[src/rtl/sat_counter.sv]
// sat_counter: status counter that sticks at all-ones, with a clear that beats any increment
module sat_counter #(
    parameter int CNT_W = 32
) (
    input  logic             clk,
    input  logic             rstn,
    input  logic             clr,
    input  logic             inc,
    output logic [CNT_W-1:0] q
);
    always_ff @(posedge clk or negedge rstn)
        if (!rstn) q <= '0;
        else q <= clr ? '0 : (inc && !(&q)) ? q + 1'b1 : q;
endmodule

[config.mk]
export PLATFORM = sky130hd
export DESIGN_NAME = sat_counter
export DESIGN_NICKNAME = d
export VERILOG_FILES = /design/src/rtl/sat_counter.sv
export SDC_FILE = /design/constraint.sdc
export NUM_CORES = 1
export LEC_CHECK = 0
export CAP_MARGIN = 20
export CORE_MARGIN = 2
export CORE_UTILIZATION = 24
export CTS_BUF_LIST = sky130_fd_sc_hd__clkbuf_8
export CTS_CLUSTER_SIZE = 12
export DETAILED_ROUTE_END_ITERATION = 10
export SLEW_MARGIN = 20
export SYNTH_ARGS = -nofsm -noshare
export SYNTH_HDL_FRONTEND = slang
export SYNTH_SLANG_ARGS = --single-unit
[constraint.sdc]
create_clock -name clk -period 2.4 [get_ports clk]
set_input_delay 0.36 -clock clk [delete_from_list [all_inputs] [get_ports clk]]
set_output_delay 0.36 -clock clk [all_outputs]
set_load 0.05 [all_outputs]
; After elaboration in Yosys (flattened, before gate mapping)
; Index checks and enable logic that the tools add are counted.
[totals]
register_bits = 32
word_cells = 8
[classes]
addsub = 1
mux = 2
n_reduce_logical = 4
[ops]
columns = op, n
row1 = 32-bit two-way mux, 2
row2 = 32-bit by 1-bit adder with 32-bit output (second input constant), 1
row3 = 32-bit AND reduction, 1
row4 = 2-bit nonzero test, 1
row5 = 1-bit logical AND, 1
row6 = 1-bit logical NOT, 1

; Longest topological paths before layout
[depth]
ltp_word = 5
depth_mapped = 8
ltp_nobuf = 6

; Least setup slack after synthesis
; No wires, ideal clock.
[synth_path]
path_type = flip-flop to flip-flop
from = register q[0]
to = register q[1]
setup_time_ps = 132
t_arrival_ps = 2133
slack_ps = 135
path_stages_with_launch = 9
path_buffers = 2
synth_period_minus_slack_ps = 2265
cell_sequence = dfrtp_1 -> ha_1 -> nand3_1 -> or2_1 -> o41ai_4 -> buf_6 -> buf_6 -> mux2i_1 -> nor2_1
[synth_via]
elab_chain_len = 4
word_cells_on_any_way = 7
cone_classes = add/sub (1) / mux (2) / reduce/logical (4)
[synth_lines]
columns = element, line_no
row1 = start: declaration, 9  ; output logic [CNT_W-1:0] q
row2 = start signal: assignment, 13  ; else q <= clr ? '0 : (inc && !(&q)) ? q + 1'b1 : q;
row3 = branches (longest 4 deep; another with 32-bit by 1-bit adder with 32-bit output), n/a
; Several ways; the timed one is not identified. The select of a mux whose other input is x is not followed.
; A chain may end at the register's enable or synchronous reset.

; Worst setup path after layout
[layout_path]
from = register q[0]
to = register q[27]
; Same word-level chain as after synthesis.

==> results.cfg <==
[worst_setup_path]
timing.rr.end = q[27]
critPathArrivalTime_ns = 2.32
crit_type = reg2reg
reg2reg_depth = 7
path_max_fanout = 15
end_kind = flop
required_ns = 2.62
start_kind = flop
reg2reg_from = q[0]
ff2ff_setup_slack_ns = 0.29

[timing]
fmax_mhz = 474
finalCriticalPeriod_ns = 2.11
rsz0062_at_grt = no
skew_ns = 0.00636
fin_crit_sh = 0.878
tightest_slew_ns = 0.568
maxSlewHeadroom = 0.620
tns_ns = 0
setup_viol = 0
report.final.slew_viol_count = 0
timing.hold.ws_ns = 0.478
hold_viol_final = 0

[global_route]
grt_pass1_vias = 1605
antenna_found_initial = 0
overflow = 0
grt_busiest_layer = met2
grtUsageMet2 = 0.176
use_met3 = 0.0296
grt_pass1_wl_um = 8000
met1_usage = 0.160
grt_max_degree = 33
track_usage = 0.117

[layout]
largestRegisters = q x32
seqCellArea_um2 = 801
fillers = 791
largest_reg_flops = 32
regMostFlops = q
drive_gt1_frac = 0.126
area_growth_pct = 32.8
multi_input_comb_area_um2 = 988
antennaDiodeCount = 0
final_nets = 242

[clock_network]
post_cts_buffers = 0
root_buffer = clkbuf_8
holdBufCountCts = 0
cts_resized = 0
clock_sink_count = 32
cts_inserted_buffers = 5
insertion_delay_ns = 0.29
h-tree-depth = 2
path_clk_slew_ns = 0.07
clockBufferDepth = 2
cts_tree = yes

[logic_synthesis]
async_flop_share = 1.00
synthCells = 190
yosysMostFrequentCell = dfrtp_1
synth_compound_area_frac = 0.168
yosysSeqAreaShare = 0.429
synth_area_leader_cell = dfrtp_1
synth_top_area_share = 0.429
netlist_top_cells_count = 32 x dfrtp_1, 18 x a21oi_1, 16 x nand2_1, 14 x or4_1, 12 x nor2_1
syn_area_mm2 = 0.00187
synth.area.mux_share = 0.0134
syn_avg_cell_area_um2 = 9.82
synth_top_family_by_area = simple AND/OR/NAND/NOR gates
synth-edff-count = 0
synthAdderAreaFrac = 0.00671
ys_ff_latch = 32
yosys-top-cells-area = dfrtp_1 43%, or4_1 5.6%, a21oi_1 4.8%
synthesis.nets = 195
synth_xor_area_frac = 0.0376
synth-simple-area-share = 0.304
yosysWarnings = 0
yosys_most_used_dff = dfrtp_1
synth_cell_types = 39

[drt]
vias = 1708
wirelength_um = 4750
vias_per_cell = 5.02
drtAntennaViolNets = 0
wl_per_cell_um = 14.0
firstDrtPassIters = 4
drt_iter0_drc = 86
drc = 0

[power_and_ir_drop]
p_switching_mw = 0.267
clkPwrFrac = 0.413
p_leak_nw = 0.987
swShare = 0.252
powerDensity_mw_per_mm2 = 428
max-vdd-ir-drop_uv = 210
internal-power_mw = 0.792
p_seq_frac = 0.516
comb_power_share = 0.071

[floorplan]
fp.dieArea_mm2 = 0.00849
fp.dieH_um = 92.2
core_mm2 = 0.00765
chipWidth_um = 92.2
rows = 32
ios = 36
initial_core_util = 0.244

[status]
status = finished, final reports clean

[place]
hpwl_um = 3380
routabilityCongestion = 0.775
numPortBuffers = 35

[job]
cap_viol_max_count = 0

[min_path]
hold_path.class = in2async
## cells by family after synthesis
kind of cell    count (synthesis)
compound gates                 47
xor+xnor                        8
fa+ha+maj                       1
buf+inv                        14
flops                          32
mux                             2
simple gates                   86
## through the flow
| step | util | area, um2 | worst slack (ns) | std cells | power [mW] |
|---|---|---|---|---|---|
| 2_1_floorplan | - | 1870 | 0.135 | 190 | 0.599 |
| 3_3_place_gp | 0.312 | 2390 | 0.255 | 332 | 0.632 |
| 3_5_place_dp | 0.312 | 2390 | 0.180 | 332 | 0.633 |
| 4_1_cts | 0.324 | 2480 | 0.278 | 340 | 1.07 |
| 5_1_grt | 0.324 | 2480 | 0.105 | 340 | 1.10 |
| 6_report | 0.324 | 2480 | 0.292 | 340 | 1.06 |
## critical path, stage by stage, from the launching register on
cell	delay [ns]
dfrtp_1	0.43
ha_1	0.27
nand3_1	0.18
or2_1	0.21
o41ai_4	0.10
buf_4	0.20
or4b_1	0.50
a21oi_1	0.15
## per-layer routing
layer  share of wire  vias up  routed length [um]
met4           0.018        0                  87
met2            0.46       32                2200
met3           0.038       10                 180
li1                -      821                   -
met5               0        -                   0
met1            0.48      845                2290
## how the worst max path moves through the flow
stage               from     to  slack [ns]
floorplan           q[0]   q[1]        0.14
global placement     inc  q[22]        0.26
detailed placement   inc  q[22]        0.18
CTS                 q[0]   q[9]        0.28
global route        q[4]  q[21]        0.10
finish              q[0]  q[27]        0.29
## power by group through the flow
stage          Clock [mW]  Sequential [mW]  Combinational [mW]
6_report            0.437            0.547              0.0753
5_1_grt             0.470            0.547              0.0833
4_1_cts             0.444            0.547              0.0768
3_5_place_dp            0            0.557              0.0763
3_3_place_gp            0            0.557              0.0753
2_1_floorplan           0            0.569              0.0297
## cell type report
type,count,area share
multi-input combinational,144,0.399
sequential,32,0.323
timing repair buffer,48,0.181
tap,102,0.0515
clock buffer,6,0.0333
inverter,6,0.00909
clock inverter,2,0.00303
## placed cells by master, fill, tap and decap left out, types with 2 or more instances in the layout
cell type	instances
and3_1	6
dfrtp_1	32
and4_1	3
a21oi_1	18
nand3_1	8
o211ai_1	2
clkbuf_8	6
xnor2_1	2
nor2_1	12
nand4_4	3
buf_4	13
clkdlybuf4s50_1	35
or3_1	8
and2_1	2
inv_1	8
nor4_1	3
o31ai_1	10
o2111ai_1	4
or4_1	14
nand2_1	16
o41ai_1	2
and4_4	2
xor2_1	6
o21ai_1	4
o21ai_0	5
Power figures use the tool's default switching activity.
